[src/rtl/tree_pkg.sv]
// Shared widths, branch encoding and state encoding for the tree node datapath.
package tree_pkg;

  localparam int unsigned DefFeatures        = 3;
  localparam int unsigned DefCoeffBitDepth   = 4;
  localparam int unsigned DefBiasBitDepth    = 10;
  localparam int unsigned DefFeatureBitDepth = 10;
  localparam int unsigned DefAccBitDepth     = 18;
  localparam int unsigned DefProdBitDepth    = DefCoeffBitDepth + DefFeatureBitDepth;
  localparam int unsigned DefLevelBitDepth   = $clog2(DefFeatures);

  // Negative accumulator branches left.
  localparam logic DirLeft  = 1'b0;
  localparam logic DirRight = 1'b1;

  typedef enum logic {
    StIdle   = 1'b0,
    StLoaded = 1'b1
  } dp_state_e;

  // Width of a counter that must reach n inclusive.
  function automatic int unsigned cnt_width(int unsigned n);
    return (n < 1) ? 1 : $clog2(n + 1);
  endfunction

endpackage

[src/rtl/tree_mac.sv]
// Signed term select (unit / coeff product / zero) and the node accumulator.
module tree_mac
  import tree_pkg::*;
#(
  parameter int unsigned COEFF_BIT_DEPTH   = DefCoeffBitDepth,
  parameter int unsigned BIAS_BIT_DEPTH    = DefBiasBitDepth,
  parameter int unsigned FEATURE_BIT_DEPTH = DefFeatureBitDepth,
  parameter int unsigned ACC_BIT_DEPTH     = DefAccBitDepth
) (
  input  logic                         clk,
  input  logic                         reset,
  input  logic                         add,
  input  logic                         load_bias,
  input  logic                         mult,
  input  logic                         is_one,
  input  logic                         zero_term,
  input  logic [COEFF_BIT_DEPTH-1:0]   coeff,
  input  logic [BIAS_BIT_DEPTH-1:0]    bias,
  input  logic [FEATURE_BIT_DEPTH-1:0] feature,
  output logic                         acc_neg
);

  localparam int unsigned ProdW = COEFF_BIT_DEPTH + FEATURE_BIT_DEPTH;
  // Wide enough that every operand sign-extends into it; the result wraps to ACC_BIT_DEPTH.
  localparam int unsigned SumW  = ACC_BIT_DEPTH + ProdW + BIAS_BIT_DEPTH;

  logic [ProdW-1:0]         coeff_ext, feature_ext, term;
  logic [SumW-1:0]          base, sum;
  logic [ACC_BIT_DEPTH-1:0] acc_q, acc_d;
  logic                     unused_sum_hi;

  always_comb begin
    coeff_ext   = {{FEATURE_BIT_DEPTH{coeff[COEFF_BIT_DEPTH-1]}}, coeff};
    feature_ext = {{COEFF_BIT_DEPTH{feature[FEATURE_BIT_DEPTH-1]}}, feature};
    term        = '0;
    if (!zero_term) begin
      if (is_one) begin
        term = feature_ext;
      end else if (mult) begin
        term = coeff_ext * feature_ext;
      end
    end
    if (load_bias) begin
      base = {{(SumW - BIAS_BIT_DEPTH){bias[BIAS_BIT_DEPTH-1]}}, bias};
    end else begin
      base = {{(SumW - ACC_BIT_DEPTH){acc_q[ACC_BIT_DEPTH-1]}}, acc_q};
    end
    sum   = base + {{(SumW - ProdW){term[ProdW-1]}}, term};
    acc_d = add ? sum[ACC_BIT_DEPTH-1:0] : acc_q;
  end

  assign unused_sum_hi = ^sum[SumW-1:ACC_BIT_DEPTH];

  always_ff @(posedge clk or posedge reset) begin
    if (reset) begin
      acc_q <= '0;
    end else begin
      acc_q <= acc_d;
    end
  end

  assign acc_neg = acc_q[ACC_BIT_DEPTH-1];

endmodule

[src/rtl/tree_node_datapath.sv]
// Decision-tree node evaluator: sample buffer, feature index, hyperplane MAC and leaf capture.
module tree_node_datapath
  import tree_pkg::*;
#(
  parameter int unsigned FEATURES          = DefFeatures,
  parameter int unsigned COEFF_BIT_DEPTH   = DefCoeffBitDepth,
  parameter int unsigned BIAS_BIT_DEPTH    = DefBiasBitDepth,
  parameter int unsigned FEATURE_BIT_DEPTH = DefFeatureBitDepth,
  parameter int unsigned ACC_BIT_DEPTH     = DefAccBitDepth,
  localparam int unsigned LevelW           = $clog2(FEATURES)
) (
  input  logic                                  clk,
  input  logic                                  reset,
  input  logic                                  in_valid,
  output logic                                  in_ready,
  input  logic [FEATURES*FEATURE_BIT_DEPTH-1:0] features,
  input  logic                                  load_bias,
  input  logic                                  add,
  input  logic                                  mult,
  input  logic                                  is_one,
  input  logic [COEFF_BIT_DEPTH-1:0]            coeff,
  input  logic [BIAS_BIT_DEPTH-1:0]             bias,
  input  logic                                  out_valid,
  input  logic [LevelW-1:0]                     level,
  input  logic [LevelW-1:0]                     path,
  output logic                                  child_direction,
  output logic                                  next,
  output logic                                  class_valid,
  output logic [LevelW-1:0]                     class_level,
  output logic [LevelW-1:0]                     class_path,
  output logic                                  sample_missing,
  output logic                                  cmd_overrun
);

  localparam int unsigned IdxW = cnt_width(FEATURES);

  dp_state_e                             state_q, state_d;
  logic [FEATURES*FEATURE_BIT_DEPTH-1:0] sample_q;
  logic [IdxW-1:0]                       fidx_q, fidx_d, term_idx;
  logic [FEATURE_BIT_DEPTH-1:0]          feature_sel;
  logic                                  loaded, overrun, mac_add, capture;
  logic                                  next_q, next_d;
  logic                                  class_valid_q;
  logic [LevelW-1:0]                     class_level_q, class_path_q;
  logic                                  sample_missing_q, sample_missing_d;
  logic                                  cmd_overrun_q, cmd_overrun_d;
  logic                                  acc_neg;

  assign loaded  = (state_q == StLoaded);
  assign capture = out_valid && loaded;

  // Release takes priority: in_valid is only looked at while idle.
  always_comb begin
    state_d = state_q;
    case (state_q)
      StIdle:   if (in_valid)  state_d = StLoaded;
      StLoaded: if (out_valid) state_d = StIdle;
      default:  state_d = StIdle;
    endcase
  end

  always_comb begin
    term_idx = load_bias ? '0 : fidx_q;
    overrun  = add && !load_bias && (fidx_q == IdxW'(FEATURES));
    mac_add  = add && !overrun;

    feature_sel = '0;
    for (int unsigned k = 0; k < FEATURES; k++) begin
      if (term_idx == IdxW'(k)) begin
        feature_sel = sample_q[k*FEATURE_BIT_DEPTH +: FEATURE_BIT_DEPTH];
      end
    end

    fidx_d = fidx_q;
    if (add) begin
      if (load_bias) begin
        fidx_d = IdxW'(1);
      end else if (!overrun) begin
        fidx_d = fidx_q + 1'b1;
      end
    end

    next_d           = mac_add && (term_idx == IdxW'(FEATURES - 1));
    sample_missing_d = sample_missing_q || (add && !loaded);
    cmd_overrun_d    = cmd_overrun_q || overrun;
  end

  always_ff @(posedge clk or posedge reset) begin
    if (reset) begin
      state_q          <= StIdle;
      sample_q         <= '0;
      fidx_q           <= '0;
      next_q           <= 1'b0;
      class_valid_q    <= 1'b0;
      class_level_q    <= '0;
      class_path_q     <= '0;
      sample_missing_q <= 1'b0;
      cmd_overrun_q    <= 1'b0;
    end else begin
      state_q          <= state_d;
      fidx_q           <= fidx_d;
      next_q           <= next_d;
      class_valid_q    <= capture;
      sample_missing_q <= sample_missing_d;
      cmd_overrun_q    <= cmd_overrun_d;
      if (in_valid && !loaded) begin
        sample_q <= features;
      end
      if (capture) begin
        class_level_q <= level;
        class_path_q  <= path;
      end
    end
  end

  tree_mac #(
    .COEFF_BIT_DEPTH   (COEFF_BIT_DEPTH),
    .BIAS_BIT_DEPTH    (BIAS_BIT_DEPTH),
    .FEATURE_BIT_DEPTH (FEATURE_BIT_DEPTH),
    .ACC_BIT_DEPTH     (ACC_BIT_DEPTH)
  ) u_mac (
    .clk       (clk),
    .reset     (reset),
    .add       (mac_add),
    .load_bias (load_bias),
    .mult      (mult),
    .is_one    (is_one),
    .zero_term (!loaded),
    .coeff     (coeff),
    .bias      (bias),
    .feature   (feature_sel),
    .acc_neg   (acc_neg)
  );

  assign in_ready        = !loaded;
  assign child_direction = acc_neg ? DirLeft : DirRight;
  assign next            = next_q;
  assign class_valid     = class_valid_q;
  assign class_level     = class_level_q;
  assign class_path      = class_path_q;
  assign sample_missing  = sample_missing_q;
  assign cmd_overrun     = cmd_overrun_q;

endmodule

[config.mk]
export PLATFORM = sky130hd
export DESIGN_NAME = tree_node_datapath
export DESIGN_NICKNAME = d
export VERILOG_FILES = /design/src/rtl/tree_pkg.sv /design/src/rtl/tree_mac.sv /design/src/rtl/tree_node_datapath.sv
export SDC_FILE = /design/constraint.sdc
export NUM_CORES = 1
export LEC_CHECK = 0
export CORE_ASPECT_RATIO = 1.1
export CORE_MARGIN = 1
export CORE_UTILIZATION = 55
export DETAILED_ROUTE_END_ITERATION = 8
export GPL_TIMING_DRIVEN = 0
export PLACE_DENSITY = 0.9
export SYNTH_ARGS = -nofsm -noshare
export SYNTH_HDL_FRONTEND = slang
export SYNTH_SLANG_ARGS = --single-unit
[constraint.sdc]
create_clock -name clk -period 11.4 [get_ports clk]
set_input_delay 2.28 -clock clk [delete_from_list [all_inputs] [get_ports clk]]
set_output_delay 2.28 -clock clk [all_outputs]
set_load 0.02 [all_outputs]
# Yosys cells after proc, flatten, opt, wreduce, memory -nomap -nowiden
# Cells that the tools add are included.
# word_totals
reg_bits,59
inputBits,56
out_inout_bits,10
elab_cells,46
# op_classes
n_addsub,2
mul,1
eq_ne,4
muxes,14
n_bitwise,1
n_reduce_logical,14
# ops
operator,n
14-bit 2-to-1 mux,3
10-bit 2-to-1 mux,3
18-bit adder,1
18-bit 2-to-1 mux,1
4-bit by 10-bit multiplier with 14-bit output,1
1-bit logical AND,7
2-bit 2-to-1 mux,3
"2-bit equality test, second input constant",2
1-bit logical NOT,3
1-bit 2-to-1 mux,3
"2-bit by 1-bit adder with 2-bit output, second input constant",1
"2-bit by 1-bit equality test with 1-bit output, second input constant",1
2-bit logical NOT,1
1-bit logical OR,2
"2-bit != test, second input constant",1
1-bit case mux with 2 select lines,1
2-bit AND reduction,1
1-bit inverter,1

# Depth between registers and ports, before layout
# depth
depth_word,10
depth_mapped,32
mapped_depth_nobuf,30

# Cells and area by module
# Synthesis repeated with hierarchy kept, for this count alone.
# unflattened
hier_cells,477
hier_area_um2,4959.8
# by_module_without_submodules
module,n_inst,cells_per_inst,area_each_um2,seq_area_each_um2
tree_mac,1,340,3011.6,450.4
tree_node_datapath,1,137,1948.1,1026.0

# Least setup slack after synthesis
# OpenSTA, ideal clock, no wires.
# synth_timing
path_kind,input port to flip-flop
startpoint,input load_bias
endpoint,register u_mac.acc_q[17]
setup_ns,0.137
arrival_ns,8.153
required_time_ns,11.263
setup_slack_ns,3.110
path_stages,31
path_buffers,2
cell_sequence,buf_6 -> nor2b_1 -> clkbuf_1 -> a21oi_1 -> nor2_1 -> a221oi_1 -> nand2_1 -> fa_1 -> fa_1 -> fa_1 -> inv_1 -> ha_1 -> fa_1 -> a211oi_1 -> nor2_1 -> o31ai_1 -> nand2b_1 -> a21oi_1 -> xnor2_1 -> a21oi_1 -> nor2_1 -> ha_1 -> o21a_1 -> o21ai_1 -> nand2b_1 -> a21o_1 -> nand2_1 -> o31ai_2 -> xnor2_2 -> mux2i_1 -> o311ai_1
# synth_between
elab_chain_cells,10
word_cells_on_any_way,18
cone_classes,add/sub: 1; mul: 1; eq/ne: 2; mux: 8; reduce/logical: 6
# synth_rtl
item,line,source
start: declaration,tree_node_datapath.sv:17,"input logic load_bias,"
2-bit 2-to-1 mux,tree_node_datapath.sv:63,term_idx = load_bias ? '0 : fidx_q;
2-bit logical NOT,tree_node_datapath.sv:69,if (term_idx == IdxW'(k)) begin
10-bit 2-to-1 mux (3 in a row),tree_node_datapath.sv:69,
4-bit by 10-bit multiplier with 14-bit output,tree_mac.sv:40,term = coeff_ext * feature_ext;
14-bit 2-to-1 mux,tree_mac.sv:39,end else if (mult) begin
14-bit 2-to-1 mux,tree_mac.sv:37,if (is_one) begin
14-bit 2-to-1 mux,tree_mac.sv:36,if (!zero_term) begin
18-bit adder,tree_mac.sv:48,"sum = base + {{(SumW - ProdW){term[ProdW-1]}}, term};"
end signal: assignment,tree_mac.sv:56,acc_q <= '0;
end signal: assignment,tree_mac.sv:58,acc_q <= acc_d;
end: declaration,tree_mac.sv:29,"logic [ACC_BIT_DEPTH-1:0] acc_q, acc_d;"
# Several ways; a longest one is shown, not always the timed one.
# A chain may end at the register's enable or synchronous reset.

# Worst setup path after layout
# Same ends and word-level chain as after synthesis.

==> flow_metrics.py <==
metrics = {
    "cts": {
        "clk_latency_ns": 0.34,
        "cts_setup_buffers": 0,
        "cts-resized-gates": 0,
        "postCtsHoldBufs": 0,
        "cts_sinks": 59,
        "h-tree-depth": 3,
        "path_clk_slew_ns": 0.07,
        "cts_tree": "done",
        "cts_root_buffer": "clkbuf_8",
        "cts_buffers": 9,
        "cts_buffer_depth": 2,
    },
    "floorplan": {
        "chipWidth_um": 92.1,
        "die_h_um": 101,
        "die_area_mm2": 0.00932,
        "io_pins": 66,
        "core_area_mm2": 0.00854,
        "initial_core_util_pct": 57.6,
        "rows": 35,
    },
    "grt": {
        "grt_pass1_wl_um": 20300,
        "gr-total-overflow": 0,
        "grt_max_degree": 42,
        "antenna_found_initial": 0,
        "track_usage_pct": 27.6,
        "grt_pass1_vias": 4456,
    },
    "setup_path": {
        "r2r-end": "u_mac.acc_q[17]$_DFFE_PP0P_",
        "worst-r2r-setup-slack_ns": 3.55,
        "critPathMostFrequentCell": "fa_1",
        "worstRegToRegCells": 28,
        "worstPathArrival_ns": 9.47,
        "start_kind": "input port",
        "path_max_fanout": 10,
        "cpPeakStageDelay_ns": 0.75,
        "r2r_start": "fidx_q[1]$_DFFE_PP0P_",
        "crit_type": "input port to flop",
        "critPathCaptureType": "flop",
        "crit_slowest_cell": "a221oi_1",
        "crit_required_ns": 11.61,
    },
    "min_path": {
        "holdPathEnd": "cmd_overrun$_DFF_PP0_",
        "min_from": "cmd_overrun$_DFF_PP0_",
        "holdPathStages": 1,
        "hold_class": "flop to flop",
    },
    "detailed_routing": {
        "vias": 4187,
        "wl_um": 12100,
        "drt-pass1-iter-count": 5,
        "drc": 0,
        "vias_per_cell": 6.01,
        "post_drt_wl_per_cell_um": 17.3,
        "ant_nets": 0,
        "dr.first_iter.drc_count": 234,
    },
    "yosys": {
        "synth_edf_count": 0,
        "synthMuxAreaShare_pct": 10.3,
        "synth_xor_xnor_area_share_pct": 4.05,
        "syn_nets": 626,
        "synth_simple_gate_area_share_pct": 15.2,
        "async_flop_share_pct": 100,
        "yosys_warnings": 0,
        "synth_top_area_share_pct": 30.0,
        "ys_seq_area_share_pct": 30.0,
        "synth_cells": 506,
        "synth_fa_ha_area_share_pct": 19.6,
        "synth_top_family_by_area": "adder cells",
        "ys_top_cells_by_area": "dfrtp_1 (30%), ha_1 (11%), mux2_2 (9.8%)",
        "synth_compound_area_share_pct": 16.5,
        "synth_area_mm2": 0.00492,
        "synth_ff_type": "dfrtp_1",
        "yosysTopAreaCell": "dfrtp_1",
        "syn_area_per_cell_um2": 9.72,
        "ys_types": 57,
        "synth_seq_cells": 59,
    },
    "placed_design": {
        "routabilityCongestion": 0.881,
        "dp_hpwl_um": 9070,
        "place_worst_setup_slack_ns": 1.93,
        "port_buffers": 64,
        "dp_cells": 682,
    },
    "timing": {
        "slew_viol_final": 0,
        "worst_slew_pin_slew_ns": 1.03,
        "fin_setup_tns_ns": 0,
        "rsz0062_at_grt": "false",
        "setup_violations": 0,
        "relSlewSlack_pct": 31.1,
        "finClkSkew_ns": 0.0143,
        "min_period_over_period_pct": 81.2,
        "worst_slack_ns": 2.14,
        "fmax_mhz": 108,
        "hold_viol": 0,
        "period_needed_ns": 9.26,
    },
    "power": {
        "leakage_nw": 2.63,
        "power.total_mw": 1.42,
        "ir_drop_mv": 0.125,
        "power_density_mw_per_mm2": 242,
    },
    "cells_and_area": {
        "fillCellCount": 639,
        "syn_to_final_growth_pct": 19.7,
        "drive_above_1_share_pct": 12.1,
        "final_cells": 697,
        "n_antenna_cell": 0,
        "fin_nets": 702,
    },
    "run_status": {
        "status": "finished, final reports clean",
    },
    "job": {
        "drv_cap": 0,
    },
}
## layer usage
| metal | share of wire (%) | wire [µm] | up-vias | global-route usage (%) |
|---|---|---|---|---|
| li1 | - | - | 1927 | - |
| met1 | 40 | 4880 | 2033 | 33.1 |
| met2 | 50 | 6020 | 185 | 48.5 |
| met3 | 6.7 | 816 | 42 | 5.11 |
| met4 | 3.1 | 371 | 0 | 12.9 |
| met5 | 0 | 0 | - | 0 |
## kinds of logic after synthesis
group	after synthesis
flops	59
buf+inv	54
mux	45
simple gates	144
compound gates	119
xor+xnor	21
fa+ha+maj	64
## critical path, delay by kind of cell
family | cells | cell delay [ns]
AOI/OAI and AO/OA | 8 | 2.25
xor gates and xnor gates | 2 | 0.28
and+or+nand+nor | 9 | 1.65
buffers and inverters | 3 | 0.40
adders and majority gates | 6 | 2.38
muxes | 1 | 0.22
## layout by cell type, fill, tap and decap left out, types with 6 or more instances in the layout
master,n
clkdlybuf4s50_1,64
dfrtp_1,59
mux2_2,43
ha_1,42
nor2b_1,36
inv_1,35
nand2_1,34
nor2_1,29
o21ai_0,29
a21oi_1,26
fa_1,22
and2_1,12
clkbuf_1,11
xnor2_1,11
a221oi_1,10
clkbuf_8,10
xor2_1,8
nand3_1,8
nand2b_1,7
a21o_1,6
a2bb2oi_1,6
## registers in the layout, summed over array words and instances, names as in the netlist
signal	cells
class_level	2
cmd_overrun	1
fidx_q	2
sample_missing	1
class_path	2
class_valid	1
loaded	1
sample_q	30
next	1
u_mac.acc_q	18
## final cells by class
| class | instances | area, µm² | share of cell area [%] |
|---|---|---|---|
| buffer | 16 | 67.6 | 1.15 |
| clock buffer | 10 | 138 | 2.34 |
| clock inverter | 5 | 30.0 | 0.510 |
| inverter | 38 | 143 | 2.42 |
| multi-input combinational | 393 | 3230 | 54.9 |
| sequential | 59 | 1480 | 25.1 |
| tap | 111 | 139 | 2.36 |
| timing repair buffer | 65 | 661 | 11.2 |
## Yosys cell counts (12+ instances only)
master	number
nor2_1	29
inv_1	36
nand2_1	34
o21ai_0	29
fa_1	22
ha_1	42
dfrtp_1	59
and2_1	12
mux2_2	43
nor2b_1	36
a21oi_1	26
## power breakdown
part           leakage (nW)  internal [mW]  switching [mW]  total (mW)
logic                  1.85          0.428           0.504       0.933
registers             0.696          0.277          0.0430       0.320
clock network        0.0839         0.0823          0.0876       0.170
## per-stage QoR
step	cell area [µm²]	hold slack [ns]	util, %
finish	5880	0.470	68.9
global route	5880	0.483	68.9
CTS	5880	0.465	68.9
detailed placement	5720	0.447	66.9
global placement	5700	0.440	66.7
floorplan	4920	0.442	-
## worst max-delay path by stage
stage	from	end	slack [ns]	depth (start not counted)
2_1_floorplan	load_bias	u_mac.acc_q[17]$_DFFE_PP0P_	3.11	31
3_3_place_gp	load_bias	u_mac.acc_q[17]$_DFFE_PP0P_	2.22	29
3_5_place_dp	load_bias	u_mac.acc_q[17]$_DFFE_PP0P_	1.93	29
4_1_cts	load_bias	u_mac.acc_q[17]$_DFFE_PP0P_	2.20	29
5_1_grt	load_bias	u_mac.acc_q[17]$_DFFE_PP0P_	1.38	29
6_report	load_bias	u_mac.acc_q[17]$_DFFE_PP0P_	2.14	29
Note: power is estimated with default switching activity, not from simulation.
